`config.mk`:
```
export PLATFORM = sky130hd
export DESIGN_NAME = jtframe_prog_packer
export DESIGN_NICKNAME = d
export VERILOG_FILES = /design/src/rtl/jtframe_prog_pkg.sv /design/src/rtl/jtframe_prog_fifo.sv /design/src/rtl/jtframe_prog_packer.sv
export SDC_FILE = /design/constraint.sdc
export NUM_CORES = 1
export LEC_CHECK = 0
export ABC_AREA = 1
export ABC_CLOCK_PERIOD_IN_PS = 5700
export CORE_ASPECT_RATIO = 1.1
export CORE_UTILIZATION = 50
export CTS_CLUSTER_DIAMETER = 40
export CTS_CLUSTER_SIZE = 25
export DETAILED_ROUTE_END_ITERATION = 12
export PLACE_DENSITY = 0.75
export SYNTH_ARGS = -nofsm -noshare
export SYNTH_HDL_FRONTEND = slang
export SYNTH_SLANG_ARGS = --single-unit
```
`constraint.sdc`:
```
create_clock -name clk -period 5.7 [get_ports clk]
set_input_delay 0.57 -clock clk [delete_from_list [all_inputs] [get_ports clk]]
set_output_delay 0.57 -clock clk [all_outputs]
set_load 0.005 [all_outputs]
```
`src/rtl/jtframe_prog_pkg.sv`:
```
// Shared types for the ioctl-to-SDRAM programming path: queued write entry, DQM lane masks, request FSM states.
// Entry address is sized for the widest build (64 MB); narrower builds use the low SDRAMW bits.
package jtframe_prog_pkg;

  localparam int PROG_AW = 23;

  localparam logic [1:0] MASK_WORD = 2'b00;
  localparam logic [1:0] MASK_LO   = 2'b10;
  localparam logic [1:0] MASK_HI   = 2'b01;

  typedef struct packed {
    logic [1:0]         ba;
    logic [PROG_AW-1:0] addr;
    logic [15:0]        data;
    logic [1:0]         mask;
  } prog_entry_t;

  typedef enum logic [1:0] {
    ST_IDLE = 2'd0,
    ST_REQ  = 2'd1,
    ST_GAP  = 2'd2
  } prog_st_e;

  function automatic prog_entry_t make_entry(input logic [1:0] ba, input logic [PROG_AW-1:0] addr,
                                             input logic [15:0] data, input logic [1:0] mask);
    prog_entry_t e;
    e.ba   = ba;
    e.addr = addr;
    e.data = data;
    e.mask = mask;
    return e;
  endfunction

endpackage

```
`src/rtl/jtframe_prog_fifo.sv`:
```
// Synchronous FIFO of prog_entry_t, 2**AW deep, head visible combinationally; zero-cycle read, one-cycle write.
// A push while full is refused (drop pulses) unless a pop happens in the same cycle.
module jtframe_prog_fifo
  import jtframe_prog_pkg::*;
#(
  parameter int AW = 2
) (
  input  logic        clk,
  input  logic        rst,
  input  logic        push,
  input  prog_entry_t din,
  input  logic        pop,
  output prog_entry_t dout,
  output logic        full,
  output logic        empty,
  output logic        drop
);

  localparam int DEPTH = 1 << AW;

  logic [AW-1:0] wr_ptr_q, wr_ptr_d;
  logic [AW-1:0] rd_ptr_q, rd_ptr_d;
  logic [AW:0]   cnt_q, cnt_d;
  logic          do_push, do_pop;
  prog_entry_t   mem_q [DEPTH];

  assign full  = (cnt_q == (AW+1)'(DEPTH));
  assign empty = (cnt_q == '0);
  assign dout  = mem_q[rd_ptr_q];

  always_comb begin
    do_pop   = pop & ~empty;
    do_push  = push & (~full | do_pop);
    drop     = push & ~do_push;
    wr_ptr_d = wr_ptr_q + AW'(do_push);
    rd_ptr_d = rd_ptr_q + AW'(do_pop);
    cnt_d    = cnt_q + (AW+1)'(do_push) - (AW+1)'(do_pop);
  end

  always_ff @(posedge clk or posedge rst) begin
    if (rst) begin
      wr_ptr_q <= '0;
      rd_ptr_q <= '0;
      cnt_q    <= '0;
    end else begin
      wr_ptr_q <= wr_ptr_d;
      rd_ptr_q <= rd_ptr_d;
      cnt_q    <= cnt_d;
    end
  end

  always_ff @(posedge clk) begin
    if (do_push) mem_q[wr_ptr_q] <= din;
  end

endmodule

```
`src/rtl/jtframe_prog_packer.sv`:
```
// Packs the byte-wide ioctl download into 16-bit SDRAM write requests; 2 clk strobe to prog_we, requests held until prog_rdy.
// Entries queue in a FIFO while the controller is busy, overflow drops are sticky; JTFRAME_PROG_HEADER_EN skips a HEADER-byte prefix.
module jtframe_prog_packer
  import jtframe_prog_pkg::*;
#(
  parameter int          SDRAMW    = 22,
  parameter logic [24:0] BA1_START = 25'h10_0000,
  parameter logic [24:0] BA2_START = 25'h18_0000,
  parameter logic [24:0] BA3_START = 25'h1C_0000,
  parameter int          FIFOAW    = 2,
  parameter int          HEADER    = 0
) (
  input  logic              clk,
  input  logic              rst,
  input  logic              downloading,
  input  logic [24:0]       ioctl_addr,
  input  logic [7:0]        ioctl_dout,
  input  logic              ioctl_wr,
  output logic [SDRAMW-1:0] prog_addr,
  output logic [15:0]       prog_data,
  output logic [1:0]        prog_mask,
  output logic [1:0]        prog_ba,
  output logic              prog_we,
  input  logic              prog_rdy,
  output logic              dwnld_busy,
  output logic              overflow
);

`ifdef JTFRAME_PROG_HEADER_EN
  localparam bit HDR_EN = 1'b1;
`else
  localparam bit HDR_EN = 1'b0;
`endif
  localparam logic [24:0] HDR_LEN = HDR_EN ? 25'(HEADER) : 25'd0;

  // input decode
  logic [24:0]       eff_addr, bank_start, off;
  logic [1:0]        in_ba;
  logic [SDRAMW-1:0] in_word;
  logic              in_lane, in_hdr, strobe;

  logic down_q, down_d, rise, fall, flush_req;
  logic hold_vld_q, hold_vld_d, hold_vld_eff;
  logic [1:0]        hold_ba_q, hold_ba_d;
  logic [SDRAMW-1:0] hold_word_q, hold_word_d;
  logic [7:0]        hold_dat_q, hold_dat_d;
  logic              pend_vld_q, pend_vld_d;
  prog_entry_t       pend_q, pend_d;
  logic              flush_pend_q, flush_pend_d;
  logic              overflow_q, overflow_d;

  prog_entry_t hold_ent, hi_ent, merged_ent, push_ent, fifo_head;
  logic        push_vld, pop, fifo_full, fifo_empty, fifo_drop;

  prog_st_e    state_q, state_d;
  prog_entry_t prog_ent_q, prog_ent_d;
  logic        prog_we_q, prog_we_d, load;
  logic        unused_bits;

  always_comb begin
    in_hdr   = HDR_EN && (ioctl_addr < HDR_LEN);
    eff_addr = ioctl_addr - HDR_LEN;
    if (eff_addr >= BA3_START) begin
      in_ba = 2'd3; bank_start = BA3_START;
    end else if (eff_addr >= BA2_START) begin
      in_ba = 2'd2; bank_start = BA2_START;
    end else if (eff_addr >= BA1_START) begin
      in_ba = 2'd1; bank_start = BA1_START;
    end else begin
      in_ba = 2'd0; bank_start = 25'd0;
    end
    // offsets past the bank size wrap: the upper bits are simply dropped
    off     = eff_addr - bank_start;
    in_word = off[SDRAMW:1];
    in_lane = off[0];
    strobe  = ioctl_wr & ~in_hdr;
  end

  assign down_d       = downloading;
  assign rise         = downloading & ~down_q;
  assign fall         = ~downloading & down_q;
  assign flush_req    = fall | flush_pend_q;
  assign hold_vld_eff = hold_vld_q & ~rise;
  assign overflow_d   = (overflow_q & ~rise) | fifo_drop;

  assign hold_ent   = make_entry(hold_ba_q, PROG_AW'(hold_word_q), {2{hold_dat_q}}, MASK_LO);
  assign hi_ent     = make_entry(in_ba, PROG_AW'(in_word), {2{ioctl_dout}}, MASK_HI);
  assign merged_ent = make_entry(in_ba, PROG_AW'(in_word), {ioctl_dout, hold_dat_q}, MASK_WORD);

  // One FIFO push per cycle; the second push of a strobe waits one cycle in pend.
  // Strobe spacing guarantees pend is empty when the next strobe arrives.
  always_comb begin
    hold_vld_d   = hold_vld_eff;
    hold_ba_d    = hold_ba_q;
    hold_word_d  = hold_word_q;
    hold_dat_d   = hold_dat_q;
    pend_vld_d   = pend_vld_q;
    pend_d       = pend_q;
    flush_pend_d = 1'b0;
    push_vld     = 1'b0;
    push_ent     = '0;
    if (pend_vld_q) begin
      push_vld     = 1'b1;
      push_ent     = pend_q;
      pend_vld_d   = 1'b0;
      flush_pend_d = flush_req;
    end else if (strobe) begin
      flush_pend_d = flush_req;
      if (!in_lane) begin
        push_vld    = hold_vld_eff;
        push_ent    = hold_ent;
        hold_vld_d  = 1'b1;
        hold_ba_d   = in_ba;
        hold_word_d = in_word;
        hold_dat_d  = ioctl_dout;
      end else if (hold_vld_eff && hold_ba_q == in_ba && hold_word_q == in_word) begin
        push_vld   = 1'b1;
        push_ent   = merged_ent;
        hold_vld_d = 1'b0;
      end else if (hold_vld_eff) begin
        push_vld   = 1'b1;
        push_ent   = hold_ent;
        pend_vld_d = 1'b1;
        pend_d     = hi_ent;
        hold_vld_d = 1'b0;
      end else begin
        push_vld = 1'b1;
        push_ent = hi_ent;
      end
    end else if (flush_req && hold_vld_eff) begin
      push_vld   = 1'b1;
      push_ent   = hold_ent;
      hold_vld_d = 1'b0;
    end
    if (rise) flush_pend_d = 1'b0;
  end

  jtframe_prog_fifo #(.AW(FIFOAW)) u_fifo (
    .clk   (clk),
    .rst   (rst),
    .push  (push_vld),
    .din   (push_ent),
    .pop   (pop),
    .dout  (fifo_head),
    .full  (fifo_full),
    .empty (fifo_empty),
    .drop  (fifo_drop)
  );

  // request FSM: GAP is the one-cycle prog_we low; it can reload straight into REQ
  always_comb begin
    state_d = state_q;
    case (state_q)
      ST_IDLE: if (!fifo_empty) state_d = ST_REQ;
      ST_REQ:  if (prog_rdy) state_d = ST_GAP;
      ST_GAP:  state_d = fifo_empty ? ST_IDLE : ST_REQ;
      default: state_d = ST_IDLE;
    endcase
  end

  always_comb begin
    load       = (state_q == ST_IDLE || state_q == ST_GAP) && !fifo_empty;
    pop        = load;
    prog_ent_d = load ? fifo_head : prog_ent_q;
    prog_we_d  = (state_d == ST_REQ);
  end

  always_ff @(posedge clk or posedge rst) begin
    if (rst) begin
      state_q      <= ST_IDLE;
      prog_ent_q   <= '0;
      prog_we_q    <= 1'b0;
      down_q       <= 1'b0;
      hold_vld_q   <= 1'b0;
      hold_ba_q    <= '0;
      hold_word_q  <= '0;
      hold_dat_q   <= '0;
      pend_vld_q   <= 1'b0;
      pend_q       <= '0;
      flush_pend_q <= 1'b0;
      overflow_q   <= 1'b0;
    end else begin
      state_q      <= state_d;
      prog_ent_q   <= prog_ent_d;
      prog_we_q    <= prog_we_d;
      down_q       <= down_d;
      hold_vld_q   <= hold_vld_d;
      hold_ba_q    <= hold_ba_d;
      hold_word_q  <= hold_word_d;
      hold_dat_q   <= hold_dat_d;
      pend_vld_q   <= pend_vld_d;
      pend_q       <= pend_d;
      flush_pend_q <= flush_pend_d;
      overflow_q   <= overflow_d;
    end
  end

  assign prog_addr   = prog_ent_q.addr[SDRAMW-1:0];
  assign prog_data   = prog_ent_q.data;
  assign prog_mask   = prog_ent_q.mask;
  assign prog_ba     = prog_ent_q.ba;
  assign prog_we     = prog_we_q;
  assign overflow    = overflow_q;
  assign dwnld_busy  = downloading | hold_vld_q | pend_vld_q | flush_pend_q | ~fifo_empty | prog_we_q;
  assign unused_bits = ^{off, prog_ent_q.addr};

endmodule

```
[After elaboration in Yosys (flattened, before gate mapping)]
Memory sizes are Yosys's and may differ from the RTL's. A register that Yosys moved wholly into a read port is not among the register bits.
Index checks and enable logic that the tools add are counted.
Word-level totals
  latch bits: 0
  input bits: 38
  RAM bits: 172
  bits in registers: 88
  logic and storage cells: 100
  ROM bits: 0
  memories: 1
  output and inout bits: 45
Memories
  u_fifo.mem_q: words 4, bits a word 43, read ports 1, clocked after Yosys merged registers in 1, wr ports 1, line jtframe_prog_fifo.sv:25  | prog_entry_t mem_q [DEPTH];
Operators by class
  reduce and logical (&&, ||, !) cells: 10
  shift operators: 0
  $add $sub $neg: 5
  magnitude comparators: 3
  muxes and demuxes: 34
  div/mod/pow operators: 0
  bitwise operators: 24
  $mul: 0
  equal/unequal tests: 6
Operators by type and width (number)
  43-bit two-way mux: 6
  25-bit by 21-bit >= comparator with 1-bit output (second input constant): 3
  21-bit two-way mux: 2
  23-bit two-way mux: 1
  23-bit subtractor: 1
  22-bit == test: 1
  1-bit two-way mux: 20
  1-bit inverter: 9
  2-bit two-way mux: 4
  1-bit OR: 8
  1-bit AND: 7
  2-bit case mux with 3 select lines: 1
  5-bit AND reduction: 1
  2-bit by 1-bit adder with 2-bit output: 2
  2-bit by 1-bit == test with 1-bit output (second input constant): 2
  1-bit logical AND: 4
  3-bit by 1-bit adder with 3-bit output: 1
  3-bit == test (second input constant): 1
  3-bit zero test: 1
  3-bit AND reduction: 1
  3-bit by 1-bit subtractor with 3-bit output: 1
  2-bit == test: 1
  2-bit == test (second input constant): 1
  2-bit zero test: 1
  other kinds (2): 2

[Depth between registers and ports, before layout]
Gate-level depths: netlist of run 1.
  depth in word-level cells: 12
  mapped depth: 20

[Cells and area by module]
From an unflattened synthesis of run 1, not the netlist that was laid out.
Second synthesis, totals
  cell total of the unflattened synthesis: 1483
  area, all modules: 13812.0 um2
Modules (own cells, without submodules)
  jtframe_prog_fifo: instances 1, cells an instance 547, area each 7377.1 um2
  jtframe_prog_packer: instances 1, cells an instance 936, area each 6434.9 um2

[Worst setup path before layout of run 1]
Ideal clock, no wire load.
  path type: input -> register
  from: input downloading
  to: memory u_fifo.mem_q[0][0] in the netlist's numbering, enable pin
  arrival: 4.351 ns
  slack: 0.855 ns
  library setup time: 0.494 ns
  stages: 7
  data required time: 5.206 ns
  path through: nand2_1 > nand2_2 > buf_2 > nor2_1 > nor4_1 > or2_2 > nor3_1
Between the ends
  word-level cells in the longest chain between the ends: 10
  elaborated cells on any way between the ends: 14
  classes of those cells: 6 x mux; 7 x bitwise; 1 x reduce/logical
Ends and longest elaborated chain
  start: declaration: line jtframe_prog_packer.sv:15  | input logic downloading,
  1-bit inverter / 1-bit AND (equally long branches): line jtframe_prog_packer.sv:81, jtframe_prog_packer.sv:80
  1-bit AND / 1-bit inverter (equally long branches): line jtframe_prog_packer.sv:81, jtframe_prog_packer.sv:83
  1-bit OR / 1-bit AND (equally long branches): line jtframe_prog_packer.sv:82, jtframe_prog_packer.sv:83
  1-bit logical AND: line jtframe_prog_packer.sv:130  | end else if (flush_req && hold_vld_eff) begin
  1-bit two-way mux: line jtframe_prog_packer.sv:130
  1-bit two-way mux *: line jtframe_prog_packer.sv:107  | end else if (strobe) begin
  1-bit two-way mux *: line jtframe_prog_packer.sv:102  | if (pend_vld_q) begin
  1-bit AND *: line jtframe_prog_fifo.sv:33  | do_push = push & (~full | do_pop);
  1-bit two-way mux *: line jtframe_prog_fifo.sv:53  | if (do_push) mem_q[wr_ptr_q] <= din;
  1-bit two-way mux (implied by the code) *: line jtframe_prog_fifo.sv:53
  end: declaration: line jtframe_prog_fifo.sv:25
Every way passes the cells marked *; elsewhere a longest branch is shown, timed or not.

[Worst setup path in the final report of run 1]
  from: input ioctl_addr[19]
  to: register pend_q[26] in the netlist's numbering
Between the ends
  word-level cells in the longest chain between the ends: 9
  elaborated cells on any way between the ends: 16
  classes of those cells: 1 x add/sub; 3 x order compare; 2 x eq/ne; 6 x mux; 1 x bitwise; 3 x reduce/logical
Ends and longest elaborated chain
  start: declaration: line jtframe_prog_packer.sv:16  | input logic [24:0] ioctl_addr,
  25-bit by 21-bit >= comparator with 1-bit output: line jtframe_prog_packer.sv:67  | end else if (eff_addr >= BA1_START) begin
  21-bit two-way mux / 1-bit two-way mux (equally long branches): line jtframe_prog_packer.sv:67
  21-bit two-way mux / 2-bit two-way mux (equally long branches): line jtframe_prog_packer.sv:65  | end else if (eff_addr >= BA2_START) begin
  23-bit two-way mux / 2-bit two-way mux (equally long branches): line jtframe_prog_packer.sv:63  | if (eff_addr >= BA3_START) begin
  23-bit subtractor / 2-bit == test (equally long branches): line jtframe_prog_packer.sv:73, jtframe_prog_packer.sv:116
  22-bit == test / 1-bit logical AND (equally long branches): line jtframe_prog_packer.sv:116  | end else if (hold_vld_eff && hold_ba_q == in_ba && hold_word_q == in_word) begin
  1-bit logical AND: line jtframe_prog_packer.sv:116
  1-bit inverter (no line)
  5-bit AND reduction (no line)
  end signal: assignment: line jtframe_prog_packer.sv:192  | pend_q <= pend_d;
  end: declaration: line jtframe_prog_packer.sv:48  | prog_entry_t pend_q, pend_d;
Parallel ways exist; a longest one is shown, timed or not.
A chain may end at the register's enable or synchronous reset.

==> results of run 1 <==
cells in the mapped netlist:
cell type | instances | area (um2)
sky130_fd_sc_hd__o21ai_2 | 30 | 263
sky130_fd_sc_hd__nor2_8 | 1 | 20.0
sky130_fd_sc_hd__edfxtp_1 | 168 | 5040
sky130_fd_sc_hd__xor2_1 | 3 | 26.3
sky130_fd_sc_hd__nor2_4 | 3 | 33.8
sky130_fd_sc_hd__nand3_2 | 1 | 10.0
sky130_fd_sc_hd__fa_1 | 2 | 40.0
sky130_fd_sc_hd__clkbuf_1 | 58 | 218
sky130_fd_sc_hd__inv_1 | 85 | 319
sky130_fd_sc_hd__or2_2 | 1 | 6.26
sky130_fd_sc_hd__nor2_2 | 1 | 6.26
sky130_fd_sc_hd__nand3_4 | 3 | 52.6
sky130_fd_sc_hd__a21oi_1 | 32 | 160
sky130_fd_sc_hd__nand2_1 | 237 | 890
sky130_fd_sc_hd__clkinv_1 | 2 | 7.51
sky130_fd_sc_hd__nand2_4 | 2 | 22.5
sky130_fd_sc_hd__nor3_2 | 1 | 10.0
sky130_fd_sc_hd__and2_1 | 1 | 6.26
sky130_fd_sc_hd__nor3_1 | 27 | 135
sky130_fd_sc_hd__buf_1 | 8 | 30.0
sky130_fd_sc_hd__nor2_1 | 261 | 980
sky130_fd_sc_hd__nand4_4 | 1 | 21.3
sky130_fd_sc_hd__buf_4 | 1 | 7.51
sky130_fd_sc_hd__xnor2_1 | 1 | 8.76
sky130_fd_sc_hd__buf_2 | 3 | 15.0
sky130_fd_sc_hd__o22ai_1 | 3 | 18.8
sky130_fd_sc_hd__o311ai_0 | 1 | 8.76
sky130_fd_sc_hd__clkinv_4 | 1 | 8.76
sky130_fd_sc_hd__nand2_2 | 35 | 219
sky130_fd_sc_hd__a31oi_1 | 42 | 263
sky130_fd_sc_hd__inv_2 | 1 | 3.75
sky130_fd_sc_hd__nand4_1 | 9 | 56.3
sky130_fd_sc_hd__nand3_1 | 18 | 90.1
sky130_fd_sc_hd__buf_6 | 6 | 67.6
sky130_fd_sc_hd__ha_1 | 7 | 87.6
sky130_fd_sc_hd__nand3b_4 | 1 | 20.0
sky130_fd_sc_hd__nor4_1 | 1 | 6.26
sky130_fd_sc_hd__o221ai_1 | 1 | 8.76
sky130_fd_sc_hd__dfrtp_1 | 122 | 3050
sky130_fd_sc_hd__o21ai_0 | 203 | 1020
worst min path at each step:
| stage | to | slack [ps] | cells after the start |
|---|---|---|---|
| 2_1_floorplan | pend_q[0]$_DFFE_PP0P_ | 420 | 2 |
| 6_report | pend_q[0]$_DFFE_PP0P_ | 460 | 2 |
| 5_1_grt | pend_q[0]$_DFFE_PP0P_ | 500 | 2 |
| 4_1_cts | pend_q[0]$_DFFE_PP0P_ | 460 | 2 |
| 3_5_place_dp | pend_q[0]$_DFFE_PP0P_ | 440 | 2 |
| 3_3_place_gp | pend_q[0]$_DFFE_PP0P_ | 430 | 2 |
per-stage QoR:
step | total power [W] | util | area [um2] | std cells
finish | 0.00724 | 0.592 | 15400 | 1815
floorplan | 0.00440 | - | 13300 | 1384
detailed placement | 0.00522 | 0.550 | 14300 | 1757
CTS | 0.00728 | 0.592 | 15400 | 1815
global route | 0.00767 | 0.592 | 15400 | 1815
global placement | 0.00513 | 0.550 | 14300 | 1757
state kept, by name, summed over array words and instances (netlist names):
name / cells
prog_addr: 22
hold_word_q: 22
pend_q: 33
down_q: 1
overflow: 1
u_fifo.mem_q: 168
u_fifo.rd_ptr_q: 2
prog_ba: 2
prog_data: 16
hold_vld_q: 1
flush_pend_q: 1
prog_mask: 2
pend_vld_q: 1
state_q: 2
prog_we: 1
u_fifo.cnt_q: 3
hold_dat_q: 8
u_fifo.wr_ptr_q: 2
hold_ba_q: 2
cell families after synthesis:
kind of cell / after synthesis
xor+xnor: 4
simple gates: 604
fa+ha+maj: 9
flops: 290
compound gates: 312
buf+inv: 165
report_power, final:
part / internal (W) / total [W] / switching [W]
Clock: 0.00110 / 0.00207 / 0.000972
Combinational: 0.000821 / 0.00203 / 0.00121
Sequential: 0.00279 / 0.00313 / 0.000344
worst min-delay path: stages, from the launching register on:
cell,delay [ps]
sky130_fd_sc_hd__dfrtp_1,320
sky130_fd_sc_hd__inv_1,50
sky130_fd_sc_hd__nand2_1,60
routing by layer:
layer  vias up  GRT usage
met5         -          0
met4         0     0.0700
met3        51     0.0351
met2       295      0.369
met1      4585      0.314
li1       4776          -
cell type report:
cell class                 count  area, um2  share of cell area
sequential                   290       8100               0.525
multi-input combinational    929       4510               0.292
timing repair buffer          97        933              0.0605
clock buffer                  33        803              0.0520
tap                          352        440              0.0285
inverter                      89        342              0.0221
clock inverter                25        300              0.0195
==> flow_summary.rst, run 1 <==
.. list-table::
   :header-rows: 1

   * - Metric
     - Value
   * - Floorplan die area
     - between 20,000 and 30,000 um2
   * - Filler cell count
     - 2,169
   * - Worst setup path endpoint
     - pend_q[26]$_DFFE_PP0P_
   * - Clock latency on the worst-skew pair
     - roughly 570 ps
   * - Endpoint of the most critical register-to-register path
     - u_fifo.mem_q[0][4]$_DFFE_PP_
   * - Worst path buffer plus inverter count
     - 4
   * - Max-Slew Margin vs Limit
     - 0.246
   * - Total length of routed met2 wires
     - 14,200 um
   * - Remaining antenna violation count after routing
     - 0
   * - Sequential area share after synthesis
     - 0.611
   * - Setup repair after global routing missed its margin
     - false
   * - Number of antenna violations at the first check in global routing
     - 0
   * - Mux share of post-synthesis cell area
     - 0
   * - Clock buffer count from CTS
     - 31
   * - Xor and xnor fraction of the mapped netlist area
     - 0.00264
   * - Critical Path Stages
     - 20
   * - Most used cells in the layout excluding fill and tap cells
     - 260 x sky130_fd_sc_hd__nor2_1, 237 x sky130_fd_sc_hd__nand2_1, 203 x sky130_fd_sc_hd__o21ai_0, 168 x sky130_fd_sc_hd__edfxtp_1, 121 x sky130_fd_sc_hd__dfrtp_1
   * - Drt initial violations
     - ~890
   * - Final number of max-transition violations
     - 0
   * - Max Fanout on Critical Path
     - 64
   * - Post-synthesis adder-cell area fraction
     - 0.00962
   * - Congestion Overflow GR
     - 0
   * - Syn nets
     - roughly 1,400
   * - Largest net degree at the start of global routing
     - 87
   * - CP max stage cell
     - sky130_fd_sc_hd__nand3_4
   * - Setup violation total in the final timing report
     - 0
   * - Leakage
     - approximately 6.2 nW
   * - Number of antenna cells inserted
     - 0
   * - Area of the core
     - between 20,000 and 30,000 um2
   * - Residual DRC count
     - 0
   * - Routed length on met1
     - about 13,000 um
   * - Post-route worst setup slack
     - between 1500 and 2000 ps
   * - Via count of the routed design
     - just under 10,000
   * - Routed WL
     - about 30,000 um
   * - CTS Hold Buffers Added
     - 0
   * - Worst EP arrival
     - approximately 4200 ps
   * - Layout cells sized above 1
     - 0.111
   * - Hold crit path type
     - reg -> reg
   * - Number of library cell types mapped by synthesis
     - 40
   * - Start of the worst register-to-register path
     - down_q$_DFF_PP0_
   * - Setup repair bufs after CTS
     - 0
   * - Combinational family with the most area after synthesis
     - simple AND/OR/NAND/NOR gates
   * - Clock transition at path regs
     - around 70 ps
   * - Port-buffer cells
     - 82
   * - Source of the worst hold timing path
     - pend_q[0]$_DFFE_PP0P_
   * - Syn Inst Count
     - 1,384
   * - TritonCTS Sinks
     - a little under 300
   * - Max Used Layer
     - met4
   * - Final worst path period share
     - 0.658
   * - Post-synthesis register bit count
     - 290
   * - Number of I/O pins
     - between 80 and 90
   * - DR WL met3
     - ~2000 um
   * - Run status
     - complete, no violations
   * - Final weighted congestion in routability-driven placement
     - slightly above 0.8
   * - DP HPWL
     - between 15,000 and 20,000 um
   * - Resized cells post-CTS
     - 0
   * - Post-Route Skew
     - 20.9 ps
   * - Via count of the first global-routing pass
     - 9,415
   * - Master cell of the clock root buffer
     - sky130_fd_sc_hd__clkbuf_16
   * - Kind of launch point of the worst setup path
     - input pin
   * - Via density
     - roughly 5.3
   * - Number of nets in the layout
     - approximately 1,500
   * - Worst Setup Slack post-DPL
     - between 1000 and 1500 ps
   * - Hold violation count in the final report
     - 0
   * - Synth-to-Final Area Change
     - 16.4%
   * - Worst Max-Slew Pin Slew
     - between 1000 and 1500 ps
   * - Htree depth
     - 1
   * - Detailed Routing Iterations Pass 1
     - 5
   * - Initial Util
     - 0.509
   * - Total power per unit cell area
     - 469 nW/um2
   * - Fin Setup TNS
     - 0 ps
   * - Worst endpoint required time
     - 6100 ps
   * - Area fraction in compound gates after synthesis
     - 0.131
   * - Internal reg-to-reg setup slack
     - around 2800 ps
   * - Simple-gate share of the synthesized area
     - 0.195
   * - Crit path kind
     - in -> reg
   * - Setup crit start
     - ioctl_addr[19]
   * - Most frequent standard cell in the layout excluding fill and tap cells
     - sky130_fd_sc_hd__nor2_1
   * - TritonCTS clock tree
     - done
   * - Critical path's most frequent cell
     - sky130_fd_sc_hd__nand2_1
   * - Max-cap viol count
     - 0
   * - Hold Slack
     - roughly 460 ps
   * - Wire length of the first global-routing pass
     - between 40,000 and 50,000 um
   * - Maximum root-to-sink buffer count
     - 3
   * - Placement row count
     - 62
   * - Count of cells along the worst register-to-register path
     - 10
   * - DIE HEIGHT
     - approximately 170 um
   * - Min Clock Period, post-route
     - 3750 ps
   * - Syn_area_per_cell
     - roughly 9.6 um2
   * - Final routed wire length divided by cell count
     - 16.3 um
   * - Die X-Extent
     - around 160 um
   * - Highest cell delay on the worst timing path
     - 810 ps
   * - Largest delay contributor family on the critical path
     - simple AND/OR/NAND/NOR gates
   * - Max VDD drop
     - between 0.2 and 0.3 mV
   * - Ordered cell list for the critical path
     - clkdlybuf4s50_1 -> nand2_2 -> nor2_1 -> nor2_4 -> inv_1 -> ha_1 -> inv_1 -> fa_1 -> nand2_1 -> inv_1 -> nor2_1 -> nand2_1 -> nand2_1 -> nor2_1 -> nand2_1 -> nor2_2 -> nand3b_4 -> nand3_4 -> nand2_1 -> o21ai_2
   * - Worst setup EP type
     - flip-flop
   * - Summed instance area of the synthesized netlist
     - about 13,000 um2
   * - Number of warnings reported in the yosys synthesis log
     - 0
   * - GRT Overall Usage
     - 0.227
   * - Max Freq
     - about 0.27 GHz
(Power assumes the default switching activity.)
==> inputs of run 2 (changes only) <==
--- a/config.mk
+++ b/config.mk
@@ -6,7 +6,7 @@
 export NUM_CORES = 1
 export LEC_CHECK = 0
 export ABC_AREA = 1
-export ABC_CLOCK_PERIOD_IN_PS = 5700
+export ABC_CLOCK_PERIOD_IN_PS = 3930
 export CORE_ASPECT_RATIO = 1.1
 export CORE_UTILIZATION = 50
 export CTS_CLUSTER_DIAMETER = 40
==> constraint.sdc (replaced) <==
create_clock -name clk -period 3.93 [get_ports clk]
set_input_delay 0.393 -clock clk [delete_from_list [all_inputs] [get_ports clk]]
set_output_delay 0.393 -clock clk [all_outputs]
set_load 0.005 [all_outputs]
==> run 2 against run 1 <==
  * Sequential cell count unchanged
  * Clock skew is 8.0 ps lower
  * Global-route usage is 0.10 points higher
  * Largest cell class unchanged
  * Die area is the same
  * Design area up 2.2%
  * Total power increased by 52%
  * Critical path type unchanged
  * Wire length increased by 0.72%
  * Sequential power grew 43%
  * Combinational power up 51%
  * Worst setup slack got worse by 1000 ps
  * Final cell count grew 0.77%
  * Hold slack got worse by 210 ps
==> flow_summary.rst, run 2 (synthesis gave the netlist of run 1 again) <==
.. list-table::
   :header-rows: 1

   * - Metric
     - Value
   * - Number of flip-flops in the largest register
     - 168
   * - Post-route worst setup slack
     - between 900 and 1000 ps
   * - CTS Hold Buffers Added
     - 0
   * - Max Freq
     - approximately 0.33 GHz
   * - Hold crit path type
     - in -> async
   * - CP max stage cell
     - sky130_fd_sc_hd__clkdlybuf4s50_1
   * - Initial Util
     - 0.509
   * - Largest delay contributor family on the critical path
     - simple AND/OR/NAND/NOR gates
   * - Largest net degree at the start of global routing
     - 86
   * - Synth-to-Final Area Change
     - 18.9%
   * - Hold violation count in the final report
     - 0
   * - Leakage
     - 6.41 nW
   * - Wire length of the first global-routing pass
     - around 48,000 um
   * - Worst Setup Slack post-DPL
     - 382 ps
   * - Gate power share
     - 0.279
   * - Kind of launch point of the worst setup path
     - input pin
   * - Ordered cell list for the critical path
     - clkdlybuf4s50_1 -> nand2_2 -> nor2_1 -> nor2_4 -> inv_1 -> ha_1 -> inv_1 -> fa_1 -> inv_1 -> nand2_1 -> nand2_1 -> nor2_1 -> nand2_1 -> nor2_1 -> nand3_1 -> nor2_1 -> nand4_4 -> nand2_1 -> a21oi_1
   * - Min Clock Period, post-route
     - around 3000 ps
   * - Layout cells sized above 1
     - 0.118
   * - Detailed Routing Iterations Pass 1
     - 7
   * - Crit path kind
     - in -> reg
   * - GRT Overall Usage
     - 0.228
   * - Fin Setup TNS
     - 0 ps
   * - Internal power component
     - ~0.0074 W
   * - Number of antenna violations at the first check in global routing
     - 0
   * - Max-Slew Margin vs Limit
     - 0.331
   * - Remaining antenna violation count after routing
     - 0
   * - Number of antenna cells inserted
     - 0
   * - Setup repair bufs after CTS
     - 0
   * - Most frequent standard cell in the layout excluding fill and tap cells
     - sky130_fd_sc_hd__nor2_1
   * - Relative contribution of sequential cells to total power
     - 0.409
   * - Total power per unit cell area
     - 697 nW/um2
   * - Via count of the routed design
     - a little under 10,000
   * - DIE HEIGHT
     - ~170 um
   * - Number of nets in the layout
     - ~1,500
   * - Max-cap viol count
     - 0
   * - Worst setup EP type
     - flip-flop
   * - Clock buffer count from CTS
     - 34
   * - Htree depth
     - 2
   * - Net switching power figure
     - 0.00358 W
   * - Hold Slack
     - 247 ps
   * - Residual DRC count
     - 0
   * - Largest register by flop count
     - u_fifo.mem_q
   * - Floorplan die area
     - between 20,000 and 30,000 um2
   * - Drt initial violations
     - between 700 and 800
   * - Via density
     - around 5.4
   * - Clock transition at path regs
     - 60 ps
   * - Worst path buffer plus inverter count
     - 4
   * - Final weighted congestion in routability-driven placement
     - approximately 0.85
   * - Top flop regs
     - u_fifo.mem_q x168, pend_q x33
   * - Highest cell delay on the worst timing path
     - 550 ps
   * - Via count of the first global-routing pass
     - just over 9,000
   * - DP HPWL
     - about 18,000 um
   * - TritonCTS Sinks
     - 290
   * - Final worst path period share
     - 0.768
   * - Clock latency on the worst-skew pair
     - around 510 ps
   * - Final routed wire length divided by cell count
     - 16.3 um
   * - Max Fanout on Critical Path
     - 8
   * - Overall Power
     - 0.0110 W
   * - Register cell area after layout
     - roughly 8100 um2
   * - Area of the core
     - around 26,000 um2
   * - Filler cell count
     - approximately 2,100
   * - Multi-input gate area
     - between 4000 and 5000 um2
   * - Post-Route Skew
     - around 13 ps
   * - Port-buffer cells
     - 82
   * - Most used cells in the layout excluding fill and tap cells
     - 260 x sky130_fd_sc_hd__nor2_1, 237 x sky130_fd_sc_hd__nand2_1, 203 x sky130_fd_sc_hd__o21ai_0, 168 x sky130_fd_sc_hd__edfxtp_1, 121 x sky130_fd_sc_hd__dfrtp_1
   * - Congestion Overflow GR
     - 0
   * - Routed WL
     - 29,800 um
   * - Setup violation total in the final timing report
     - 0
   * - Placement row count
     - 62
   * - Setup repair after global routing missed its margin
     - false
   * - TritonCTS clock tree
     - done
   * - Core Util, Final
     - 0.605
   * - Run status
     - complete, no violations
   * - Final number of max-transition violations
     - 0
   * - Max VDD drop
     - 0.320 mV
   * - Worst EP arrival
     - approximately 3200 ps
   * - Master cell of the clock root buffer
     - sky130_fd_sc_hd__clkbuf_16
   * - Maximum root-to-sink buffer count
     - 3
   * - Switch share
     - 0.325
   * - Worst endpoint required time
     - just over 4000 ps
   * - Share of power burned in the clock network
     - 0.312
   * - Worst Max-Slew Pin Slew
     - between 1000 and 1500 ps
   * - Number of I/O pins
     - 83
   * - Die X-Extent
     - approximately 160 um
   * - Resized cells post-CTS
     - 0
-- run 2: changes by cell type in the layout (fill, tap and decap cells not counted), moves of 3 or more --
cell,delta
sky130_fd_sc_hd__buf_12,+8
sky130_fd_sc_hd__clkbuf_16,+6
sky130_fd_sc_hd__bufinv_16,+5
sky130_fd_sc_hd__clkinv_8,-5
sky130_fd_sc_hd__clkinv_4,-3
sky130_fd_sc_hd__inv_12,-3
-- run 2: routing by layer --
metal	GRT usage	vias up	wire length [um]
met5	0	-	0
met4	0.0558	0	506
met3	0.0273	48	1610
met2	0.375	294	14500
met1	0.324	4726	13200
li1	-	4796	-
-- run 2: power by group through the flow --
stage               Combinational [W]  Clock (W)  Sequential, W
floorplan                     0.00198          0        0.00441
global placement              0.00297          0        0.00452
detailed placement            0.00305          0        0.00454
CTS                           0.00309    0.00348        0.00449
global route                  0.00345    0.00360        0.00457
finish                        0.00307    0.00343        0.00449
-- run 2: worst paths after layout --
path	start	endpoint	slack, ps	cells past startpoint
setup reg to reg	down_q$_DFF_PP0_	u_fifo.mem_q[2][4]$_DFFE_PP_	1240	10
setup / recovery	ioctl_addr[19]	u_fifo.mem_q[0][1]$_DFFE_PP_	910	19
min in group clk	pend_q[0]$_DFFE_PP0P_	pend_q[0]$_DFFE_PP0P_	460	2
hold reg to reg	pend_q[0]$_DFFE_PP0P_	pend_q[0]$_DFFE_PP0P_	460	2
hold / removal	rst	hold_dat_q[4]$_DFFE_PP0P_	250	2
max in group asynchronous	rst	u_fifo.rd_ptr_q[0]$_DFF_PP0_	2850	3
-- run 2: worst reg2reg max path, delay by kind of cell, from the launching register on --
family          cells  cell delay [ps]
simple gates        6             1310
compound gates      2              540
flops               1              350
buf+inv             2              150
-- run 2: per-stage QoR --
stage / area (um2) / instances
2_1_floorplan: 13300 / 1384
3_3_place_gp: 14500 / 1767
3_5_place_dp: 14500 / 1767
4_1_cts: 15800 / 1829
5_1_grt: 15800 / 1829
6_report: 15800 / 1829
-- run 2: area by class of cell --
type / count / area share
inverters: 89 / 0.0217
clock buffers: 40 / 0.0607
repair buffers: 107 / 0.0703
well taps: 352 / 0.0279
multi-input cells: 929 / 0.286
clock inverters: 22 / 0.0196
flip-flops and latches: 290 / 0.514
